### src/rtl/restoring_divider_pkg.sv
// Shared types and constants for the restoring divider.
package restoring_divider_pkg;

    typedef enum logic [1:0] {
        IDLE = 2'd0,
        RUN  = 2'd1,
        DONE = 2'd2
    } state_t;

    localparam int unsigned N_DEFAULT = 64;

    // Widest operand the divide-by-zero fill constant covers.
    localparam int unsigned MAX_N = 1024;

    // Quotient reported for a zero divisor; truncated to n bits at use.
    localparam logic [MAX_N-1:0] DBZ_QUOTIENT = '1;

    // Iteration counter width: counts n-1 down to 0.
    function automatic int unsigned cnt_width(input int unsigned width);
        return (width < 2) ? 1 : $clog2(width);
    endfunction

endpackage

### src/rtl/restoring_divider_if.sv
// Issue/complete handshake bundle between the ALU and the divider.
interface restoring_divider_if
    import restoring_divider_pkg::*;
#(
    parameter int unsigned n = N_DEFAULT
);
    logic         start;
    logic [n-1:0] dividend;
    logic [n-1:0] divisor;
    logic         busy;
    logic         done;
    logic [n-1:0] quotient;
    logic [n-1:0] remainder;
    logic         div_by_zero;

    modport master (
        output start, dividend, divisor,
        input  busy, done, quotient, remainder, div_by_zero
    );

    modport slave (
        input  start, dividend, divisor,
        output busy, done, quotient, remainder, div_by_zero
    );
endinterface

### src/rtl/restoring_divider_borrow_lookahead_subtractor.sv
// a - b as a + ~b + 1 using generate/propagate terms; borrow is the inverted carry-out.
module borrow_lookahead_subtractor #(
    parameter int unsigned width = 65
) (
    input  logic [width-1:0] a,
    input  logic [width-1:0] b,
    output logic [width-1:0] diff,
    output logic             borrow_out
);
    logic [width-1:0] g;
    logic [width-1:0] p;
    logic [width:0]   c;

    assign g = a & ~b;
    assign p = a ^ ~b;

    // Carry chain from the generate/propagate terms, carry-in fixed at 1.
    always_comb begin
        c    = '0;
        c[0] = 1'b1;
        for (int i = 0; i < int'(width); i++) begin
            c[i+1] = g[i] | (p[i] & c[i]);
        end
    end

    assign diff       = p ^ c[width-1:0];
    assign borrow_out = ~c[width];
endmodule

### src/rtl/restoring_divider.sv
// Iterative unsigned restoring divider: one quotient bit per cycle, MSB first.
module restoring_divider
    import restoring_divider_pkg::*;
#(
    parameter int unsigned n = N_DEFAULT
) (
    input logic                clk,
    input logic                rst,
    restoring_divider_if.slave bus
);
    localparam int unsigned cnt_w = cnt_width(n);

    state_t           state;
    logic [cnt_w-1:0] cnt;
    logic [n-1:0]     rem;
    logic [n-1:0]     quo;
    logic [n-1:0]     dvd;
    logic [n-1:0]     dvs;

    logic [n:0]       partial;
    logic [n:0]       diff;
    logic             borrow;
    logic [n-1:0]     step_rem;
    logic [n-1:0]     step_quo;
    logic             unused_msb;

    // Bring down the next dividend bit and trial-subtract the divisor.
    assign partial = {rem, dvd[cnt]};

    borrow_lookahead_subtractor #(
        .width(n + 1)
    ) u_sub (
        .a          (partial),
        .b          ({1'b0, dvs}),
        .diff       (diff),
        .borrow_out (borrow)
    );

    // Either branch is below the divisor, so the top bit is always zero.
    assign step_rem   = borrow ? partial[n-1:0] : diff[n-1:0];
    assign step_quo   = {quo[n-2:0], ~borrow};
    assign unused_msb = diff[n] ^ partial[n];

    // Control FSM with registered handshake and result outputs.
    always_ff @(posedge clk) begin
        if (rst) begin
            state           <= IDLE;
            cnt             <= '0;
            rem             <= '0;
            quo             <= '0;
            dvd             <= '0;
            dvs             <= '0;
            bus.busy        <= 1'b0;
            bus.done        <= 1'b0;
            bus.div_by_zero <= 1'b0;
            bus.quotient    <= '0;
            bus.remainder   <= '0;
        end else begin
            bus.done <= 1'b0;
            unique case (state)
                IDLE, DONE: begin
                    if (bus.start) begin
                        dvd             <= bus.dividend;
                        dvs             <= bus.divisor;
                        quo             <= '0;
                        rem             <= '0;
                        cnt             <= cnt_w'(n - 1);
                        bus.div_by_zero <= 1'b0;
                        if (bus.divisor == '0) begin
                            // Zero divisor short-circuits straight to completion.
                            state           <= DONE;
                            bus.done        <= 1'b1;
                            bus.quotient    <= n'(DBZ_QUOTIENT);
                            bus.remainder   <= bus.dividend;
                            bus.div_by_zero <= 1'b1;
                        end else begin
                            state    <= RUN;
                            bus.busy <= 1'b1;
                        end
                    end else begin
                        state <= IDLE;
                    end
                end
                RUN: begin
                    rem <= step_rem;
                    quo <= step_quo;
                    if (cnt == '0) begin
                        state         <= DONE;
                        bus.busy      <= 1'b0;
                        bus.done      <= 1'b1;
                        bus.quotient  <= step_quo;
                        bus.remainder <= step_rem;
                    end else begin
                        cnt <= cnt - cnt_w'(1);
                    end
                end
                default: begin
                    state    <= IDLE;
                    bus.busy <= 1'b0;
                end
            endcase
        end
    end
endmodule

### src/flat_wrapper.sv
// flat-port wrapper written by rule: the top's interface ports become plain ports
module restoring_divider_flat import restoring_divider_pkg::*;
#(
    parameter int unsigned n = N_DEFAULT
)
  (clk, rst, bus_start, bus_dividend, bus_divisor, bus_busy, bus_done, bus_quotient, bus_remainder, bus_div_by_zero);
  restoring_divider_if #(.n(n)) bus_i ();
  input logic clk;
  input logic rst;
  input wire logic [$bits(bus_i.start)-1:0] bus_start;
  input wire logic [$bits(bus_i.dividend)-1:0] bus_dividend;
  input wire logic [$bits(bus_i.divisor)-1:0] bus_divisor;
  output wire logic [$bits(bus_i.busy)-1:0] bus_busy;
  output wire logic [$bits(bus_i.done)-1:0] bus_done;
  output wire logic [$bits(bus_i.quotient)-1:0] bus_quotient;
  output wire logic [$bits(bus_i.remainder)-1:0] bus_remainder;
  output wire logic [$bits(bus_i.div_by_zero)-1:0] bus_div_by_zero;
  assign bus_i.start = bus_start;
  assign bus_i.dividend = bus_dividend;
  assign bus_i.divisor = bus_divisor;
  assign bus_busy = bus_i.busy;
  assign bus_done = bus_i.done;
  assign bus_quotient = bus_i.quotient;
  assign bus_remainder = bus_i.remainder;
  assign bus_div_by_zero = bus_i.div_by_zero;
  restoring_divider #(.n(n)) u_core (.clk(clk), .rst(rst), .bus(bus_i));
endmodule
### config.mk
export PLATFORM = sky130hd
export DESIGN_NAME = restoring_divider_flat
export DESIGN_NICKNAME = d
export VERILOG_FILES = /design/src/rtl/restoring_divider_pkg.sv /design/src/rtl/restoring_divider_if.sv /design/src/rtl/restoring_divider_borrow_lookahead_subtractor.sv /design/src/rtl/restoring_divider.sv /design/src/flat_wrapper.sv
export SDC_FILE = /design/constraint.sdc
export NUM_CORES = 1
export LEC_CHECK = 0
export ABC_AREA = 1
export CAP_MARGIN = 0
export CELL_PAD_IN_SITES_DETAIL_PLACEMENT = 1
export CELL_PAD_IN_SITES_GLOBAL_PLACEMENT = 2
export CORE_ASPECT_RATIO = 1.2
export CORE_MARGIN = 2
export CORE_UTILIZATION = 34
export CTS_CLUSTER_SIZE = 25
export DETAILED_ROUTE_END_ITERATION = 16
export PLACE_DENSITY = 0.92
export RECOVER_POWER = 25
export SETUP_SLACK_MARGIN = 0.02
export SKIP_CTS_REPAIR_TIMING = 1
export SYNTH_ARGS = -nofsm -noshare
export SYNTH_HDL_FRONTEND = slang
export SYNTH_SLANG_ARGS = --single-unit
### constraint.sdc
create_clock -name clk -period 64.8 [get_ports clk]
set_input_delay 6.48 -clock clk [delete_from_list [all_inputs] [get_ports clk]]
set_output_delay 6.48 -clock clk [all_outputs]
set_load 0.01 [all_outputs]
==> run metrics, run 1 <==
status=finished clean; crit end category=flop; wire per inst=17.6 um; clk_lat worst skew=0.57 ns; Worst EP arrival=29.29 ns; vias in the first global route=15300; CTS tree=built; min cycle time layout=28.78 ns; Hold Vio Cnt, Final=0; Yosys warning total=0; syn avg cell area=7.95 um2; # IOs=262; first-pass GRT wire length=82100 um; slew margin rel.=0.0323; DP HPWL=33900 um; # rows=88; Leak Pwr=8.58 nW; top_reg_cell synth=dfxtp_1; power consumption=0.707 mW; mapped cell area=16600 um2; Setup TNS Final=0 ns; largest net degree at the start of global routing=192; Initial Util=0.345; CORE AREA=48100 um2; skew final=0.0238 ns; placed instance area=19400 um2; drt drc=0; Cell Pwr Density=34.1 nW/um2; die height=246 um; drt initial violations=691; Max VDD drop=16.5 uV; initial antenna violation count=6; chip width=206 um; Syn Nets=2284; Global Route Usage Sum=0.202; Post-Synthesis Cells=2087; Max Freq=34.7 MHz; Vias/cell=5.07; Die ar.=50600 um2; peak fanout along the critical path=65; GPL Wtd Cong=0.781; Slowest cell on crit path=dfxtp_2; First-pass DRT Iterations=5; count of buffers from port buffering=261; H-tree level count=2; nets=2447; Data required, critical path=65.31 ns; Slew Limit Fails=0; Max-Cap Viols=0; clock power share=0.342; internal power=0.475 mW; final WL=51300 um; Switch Pwr=0.232 mW; P&R area growth vs syn=25.1%; CTS buffer count=42; count of different cell masters after synthesis=33; clock-pin slew on the worst setup and hold paths=0.06 ns; final worst path period share=0.444; CP Launch Type=flop; post-synthesis sequential area ratio=0.475; max incr delay on CP=0.73 ns; Overflow after GRT=0; ys async rst share=0; post-route ant nets=0; Slew @ Worst Pin=1.45 ns; hold_ws=0.459 ns; clk root buf=clkbuf_16; clock sinks=394; Max Root-Sink Buffers=3; sequential power share=0.411; top cell type's share of synthesized area=0.475; top cells by area, synth=dfxtp_1, nand2_1, fa_1, nor2_1, a21oi_1; count leader, synth=dfxtp_1; Buf+Inv Stages, Crit Path=7; CP dominant cell by count=fa_1; Crit path max-delay family=adder cells; Setup CP Type=reg2reg; layout cells sized above 1=0.0412; Gate power share=0.247; RSZ-0062 raised after global routing=false; synth cell count leaders=dfxtp_1, nand2_1, nor2_1; Vias=14800; Synth Register Bits=394; cell accounting for the most synthesized area=dfxtp_1; design area=20800 um2; Tightest Hold Check Type=reg2reg; setup violators final=0; switching share of power=0.328; EDFF count, synth=0
power by group through the flow:
stage | registers [mW] | clock network (mW) | logic (mW)
2_1_floorplan | 0.292 | 0 | 0.115
3_3_place_gp | 0.295 | 0 | 0.173
3_5_place_dp | 0.296 | 0 | 0.181
4_1_cts | 0.291 | 0.249 | 0.182
5_1_grt | 0.294 | 0.259 | 0.199
6_report | 0.291 | 0.242 | 0.175
layout by cell type (no fill, tap or decap), types with 2 or more instances in the layout:
| master | instances |
|---|---|
| a21oi_1 | 226 |
| a31oi_1 | 65 |
| buf_4 | 10 |
| clkbuf_1 | 9 |
| clkbuf_16 | 42 |
| clkbuf_8 | 14 |
| clkdlybuf4s50_1 | 130 |
| clkinv_2 | 4 |
| clkinvlp_4 | 3 |
| dfxtp_1 | 393 |
| diode_2 | 2 |
| dlygate4sd3_1 | 130 |
| fa_1 | 63 |
| ha_1 | 3 |
| inv_1 | 168 |
| inv_2 | 4 |
| inv_6 | 4 |
| nand2_1 | 354 |
| nand3_1 | 36 |
| nand4_1 | 6 |
| nor2_1 | 333 |
| nor2_4 | 4 |
| nor3_1 | 2 |
| o21ai_0 | 138 |
| o21ai_1 | 64 |
| o221ai_1 | 64 |
layer usage:
metal | part of all wire | vias to the layer above | GRT usage
met1 | 0.44 | 7217 | 0.254
met2 | 0.48 | 290 | 0.339
met5 | 0.0011 | - | 0
met4 | 0.038 | 8 | 0.0842
li1 | - | 7173 | -
met3 | 0.045 | 101 | 0.0388
flip-flops by register name (all words and copies together) (netlist names):
name                    cells
u_core.bus.busy             1
u_core.bus.div_by_zero      1
u_core.bus.done             1
u_core.bus.quotient        64
u_core.bus.remainder       64
u_core.cnt                  6
u_core.dvd                 64
u_core.dvs                 64
u_core.quo                 63
u_core.rem                 64
u_core.state                2
cell families after synthesis:
logic type	share of synthesized area
AO/OA/AOI/OAI	0.190
adder cells (fa/ha/maj)	0.0783
buffers and inverters	0.0834
flip-flops	0.475
AND/OR/NAND/NOR	0.173
metrics by stage:
| stage | utilization | setup WS, ns | std cells |
|---|---|---|---|
| floorplan | - | 38.63 | 2087 |
| global placement | 0.403 | 36.55 | 2836 |
| detailed placement | 0.403 | 36.09 | 2836 |
| CTS | 0.432 | 35.96 | 2913 |
| global route | 0.432 | 34.91 | 2915 |
| finish | 0.432 | 36.02 | 2915 |
area by class of cell:
type / instances / area [um2]
Antenna cell: 2 / 5.00
Clock buffer: 65 / 1280
Clock inverter: 12 / 115
Fill cell: 5726 / 27400
Inverter: 174 / 661
Multi-Input combinational cell: 1368 / 7350
Sequential cell: 394 / 7890
Tap cell: 630 / 788
Timing Repair Buffer: 270 / 2680
tightest hold or removal path, cell delays in order, from the launching register on:
cell and delay, ns:
dfxtp_1 0.30, inv_1 0.06, a21oi_1 0.06
final timing paths:
path	startpoint	to	slack, ns	cells after the start
max	u_core.cnt[0]	u_core.rem[0]	36.02	85
min	u_core.dvd[29]	u_core.dvd[29]	0.46	2
max reg2reg	u_core.cnt[0]	u_core.rem[0]	36.02	85
min reg2reg	u_core.dvd[29]	u_core.dvd[29]	0.46	2
Note: power is estimated with default switching activity, not from simulation.
==> run 2, diff against run 1 <==
--- a/config.mk
+++ b/config.mk
@@ -11,10 +11,10 @@
 export CELL_PAD_IN_SITES_GLOBAL_PLACEMENT = 2
 export CORE_ASPECT_RATIO = 1.2
 export CORE_MARGIN = 2
-export CORE_UTILIZATION = 34
+export CORE_UTILIZATION = 31
 export CTS_CLUSTER_SIZE = 25
 export DETAILED_ROUTE_END_ITERATION = 16
-export PLACE_DENSITY = 0.92
+export PLACE_DENSITY = 0.86
 export RECOVER_POWER = 25
 export SETUP_SLACK_MARGIN = 0.02
 export SKIP_CTS_REPAIR_TIMING = 1
==> constraint.sdc (replaced) <==
create_clock -name clk -period 29.6 [get_ports clk]
set_input_delay 2.96 -clock clk [delete_from_list [all_inputs] [get_ports clk]]
set_output_delay 2.96 -clock clk [all_outputs]
set_load 0.01 [all_outputs]
==> run metrics, run 2 (same netlist as run 1, synthesis figures left out) <==
first-pass GRT wire length=87000 um; First-pass DRT Iterations=4; Vias/cell=4.96; CTS tree=built; vias in the first global route=15800; peak fanout along the critical path=42; clock power share=0.366; clock-pin slew on the worst setup and hold paths=0.06 ns; combined area of the multi-input logic cells=7350 um2; CP dominant cell by count=fa_1; R2R Setup Slk=1.26 ns; Setup TNS Final=0 ns; Slew @ Worst Pin=1.15 ns; Cell Pwr Density=76.9 nW/um2; H-tree level count=2; Worst EP arrival=28.82 ns; layout cells sized above 1=0.0463; count of buffers from port buffering=261; GPL Wtd Cong=0.792; # IOs=262; Switch Pwr=0.521 mW; final worst path period share=0.957; Leak Pwr=8.70 nW; Max Root-Sink Buffers=3; Max Freq=35.3 MHz; Setup CP Type=reg2reg; Die ar.=55400 um2; Vias=14900; CTS buffer count=44; final WL=54000 um; WHS Endpoint=u_core.dvd[30]; CP Launch Type=flop; Gate power share=0.244; slew margin rel.=0.236; Hold Vio Cnt, Final=0; commonest non-fill, non-tap cell in the layout=dfxtp_1; min-delay src=u_core.dvd[30]; wire per inst=18.0 um; clk root buf=clkbuf_16; RSZ-0062 raised after global routing=false; drt initial violations=749; initial antenna violation count=5; switching share of power=0.321; clock sinks=394; skew final=0.0222 ns; largest net degree at the start of global routing=148; Tightest Hold Check Type=reg2reg; DP HPWL=35500 um; # rows=92; RR Endpoint=u_core.bus.remainder[52]; Global Route Usage Sum=0.194; Slowest cell on crit path=dfxtp_2; post-route ant nets=0; hold depth=2; chip width=215 um; clk_lat worst skew=0.58 ns; Overflow after GRT=0; Data required, critical path=30.08 ns; internal power=1.10 mW; FF-to-FF Start=u_core.cnt[2]; P&R area growth vs syn=27.0%; Max-Cap Viols=0; nets=2453; Slew Limit Fails=0; crit end category=flop; max incr delay on CP=0.44 ns; status=finished clean; die height=257 um; sequential power share=0.390; register area=7890 um2; reg2reg path depth=81; most frequent cells in the layout=dfxtp_1, nand2_1, nor2_1, a21oi_1, inv_1; min cycle time layout=28.34 ns; design area=21100 um2; setup violators final=0; Initial Util=0.315; CORE AREA=52700 um2; Max VDD drop=37.3 uV; fillers=6364; placed instance area=19500 um2; drt drc=0
run 2: changes by cell type in the layout (fill, tap and decap cells not counted), moves of 2 or more:
cell,previous run,this run
clkinv_2,4,11
clkbuf_16,42,46
bufinv_16,1,8
clkbuf_1,9,4
clkbuf_8,14,5
inv_6,4,1
buf_4,10,13
diode_2,2,4
run 2: cell type report:
class / instances / share of cell area
clock inverter: 23 / 0.0158
timing repair buffer: 274 / 0.129
antenna: 4 / 0.000475
multi-input combinational: 1368 / 0.349
clock buffer: 55 / 0.0586
inverter: 174 / 0.0315
tap: 705 / 0.0418
sequential: 394 / 0.374
run 2: worst max-delay path, delay by kind of cell, from the launching register on:
| kind | cells | cell delay, ns |
|---|---|---|
| AND/OR/NAND/NOR | 10 | 1.20 |
| AO/OA/AOI/OAI | 2 | 0.30 |
| flip-flops | 1 | 0.44 |
| adder cells (fa/ha/maj) | 64 | 25.44 |
| buffers and inverters | 5 | 0.84 |
run 2: routing by layer:
metal	global-route usage	share of wire	up-vias
met5	0	0.00024	-
met4	0.0680	0.032	2
met3	0.0288	0.033	96
met2	0.348	0.50	274
met1	0.237	0.43	7324
li1	-	-	7180
run 2: power groups by stage:
stage	Combinational [mW]	Sequential, mW	Clock (mW)
floorplan	0.252	0.638	0
global placement	0.392	0.643	0
global route	0.450	0.639	0.628
finish	0.396	0.632	0.593
CTS	0.411	0.634	0.609
detailed placement	0.407	0.644	0
run 2: worst max path at each step:
stage / from / endpoint / cells after the start / slack, ns
finish: u_core.cnt[2] / u_core.bus.remainder[52] / 81 / 1.26
global route: u_core.cnt[0] / u_core.bus.remainder[52] / 82 / 0.11
CTS: u_core.cnt[2] / u_core.bus.remainder[52] / 81 / 0.76
detailed placement: u_core.cnt[2] / u_core.bus.remainder[51] / 81 / 1.01
global placement: u_core.cnt[2] / u_core.bus.remainder[54] / 81 / 1.33
floorplan: u_core.cnt[1] / u_core.bus.remainder[10] / 84 / 3.43
run 2: stage by stage:
stage,utilization,power [mW],hold WS (ns),std cells,setup WS (ns)
after global routing,0.400,1.72,0.487,2997,0.107
after global placement,0.370,1.04,0.444,2915,1.33
after floorplan,-,0.891,0.429,2087,3.43
final,0.400,1.62,0.460,2997,1.26
after CTS,0.400,1.65,0.464,2993,0.765
after detailed placement,0.370,1.05,0.454,2915,1.01
==> run 3, diff against run 2 <==
--- a/config.mk
+++ b/config.mk
@@ -16,6 +16,7 @@
 export DETAILED_ROUTE_END_ITERATION = 16
 export PLACE_DENSITY = 0.86
 export RECOVER_POWER = 25
+export REMOVE_ABC_BUFFERS = 1
 export SETUP_SLACK_MARGIN = 0.02
 export SKIP_CTS_REPAIR_TIMING = 1
 export SYNTH_ARGS = -nofsm -noshare
==> run metrics, run 3 (same netlist as run 1, synthesis figures left out) <==
Max Root-Sink Buffers=3; most frequent cells in the layout=dfxtp_1, nand2_1, nor2_1, a21oi_1, inv_1; Die ar.=55400 um2; FF-to-FF Start=u_core.cnt[0]; peak fanout along the critical path=27; clock-pin slew on the worst setup and hold paths=0.06 ns; setup violators final=0; CORE AREA=52700 um2; P&R area growth vs syn=26.5%; Max-Cap Viols=0; initial antenna violation count=0; CP Launch Type=flop; vias in the first global route=15800; min cycle time layout=28.65 ns; crit path from=u_core.cnt[0]; DP HPWL=37700 um; Hold Vio Cnt, Final=0; nets=2458; drt drc=0; Slowest cell on crit path=dfxtp_4; Data required, critical path=30.00 ns; clock sinks=394; GPL Wtd Cong=0.772; power consumption=1.59 mW; slew margin rel.=0.344; worst setup margin=0.947 ns; final WL=56300 um; hold_ws=0.460 ns; status=finished clean; largest net degree at the start of global routing=113; wire per inst=18.8 um; # rows=92; CP dominant cell by count=fa_1; max incr delay on CP=0.47 ns; Max VDD drop=34.8 uV; Setup CP Type=reg2reg; commonest non-fill, non-tap cell in the layout=dfxtp_1; Max Freq=34.9 MHz; # IOs=262; first-pass GRT wire length=89500 um; Overflow after GRT=0; fillers=6279; Vias/cell=5.00; First-pass DRT Iterations=5; final worst path period share=0.968; die height=257 um; min-delay src=u_core.dvd[26]; skew final=0.0200 ns; register area=7890 um2; CTS tree=built; Vias=15000; Slew Limit Fails=0; Worst EP arrival=29.05 ns; H-tree level count=2; CTS buffer count=44; Leak Pwr=8.62 nW; crit end category=flop; Global Route Usage Sum=0.202; Layout Cells excl Fill=2995; Cell Pwr Density=75.8 nW/um2; drt initial violations=714; pre-CTS WS=0.520 ns; chip width=215 um; Tightest Hold Check Type=reg2reg; combined area of the multi-input logic cells=7370 um2; clk root buf=clkbuf_16; count of buffers from port buffering=261; layout cells sized above 1=0.0454; RSZ-0062 raised after global routing=false; Initial Util=0.315; Setup TNS Final=0 ns; post-route ant nets=0; Slew @ Worst Pin=0.984 ns; clk_lat worst skew=0.57 ns; placed insts=2920
[run 3: changes by cell type in the layout (fill, tap and decap cells not counted), moves of 2 or more]
cell             before  now
clkdlybuf4s50_1     130  139
inv_6                 1    3
diode_2               4    1
clkinv_2             11    4
clkbuf_8              5   10
dlygate4sd3_1       130  121
bufinv_16             8    3
clkbuf_1              4    9
buf_4                13   16
[run 3: worst paths after layout]
check	endpoint	slack (ns)	cells past startpoint
hold reg to reg	u_core.dvd[26]	0.46	2
setup / recovery	u_core.bus.remainder[13]	0.95	82
setup reg to reg	u_core.bus.remainder[13]	0.95	82
hold / removal	u_core.dvd[26]	0.46	2
[run 3: worst max-delay path: cells and delay by family, from the launching register on]
| kind | cells | cell delay, ns |
|---|---|---|
| fa+ha+maj | 64 | 25.65 |
| compound gates | 3 | 0.46 |
| buf+inv | 6 | 0.95 |
| simple gates | 9 | 0.87 |
| flops | 1 | 0.47 |
[run 3: metal layers]
layer / up-vias / GRT usage / part of all wire
li1: 7176 / - / -
met1: 7458 / 0.254 / 0.44
met2: 273 / 0.360 / 0.50
met3: 67 / 0.0261 / 0.034
met4: 0 / 0.0605 / 0.023
met5: - / 0 / 0
[run 3: per-stage QoR]
stage,util,instance area [um2]
after detailed placement,0.370,19500
after floorplan,-,15900
after CTS,0.398,21000
after global placement,0.370,19500
final,0.398,21000
after global routing,0.398,21000
[run 3: cell type report]
cell class | count | area share
Antenna cell | 1 | 0.000119
Clock buffer | 63 | 0.0616
Multi-Input combinational cell | 1368 | 0.351
Timing Repair Buffer | 279 | 0.131
Clock inverter | 11 | 0.00673
Tap cell | 705 | 0.0420
Inverter | 174 | 0.0318
Sequential cell | 394 | 0.376
[run 3: where the power goes]
part / internal, mW / leakage, nW / switching [mW]
clock network: 0.328 / 0.699 / 0.225
registers: 0.590 / 3.21 / 0.0438
logic: 0.148 / 4.71 / 0.257
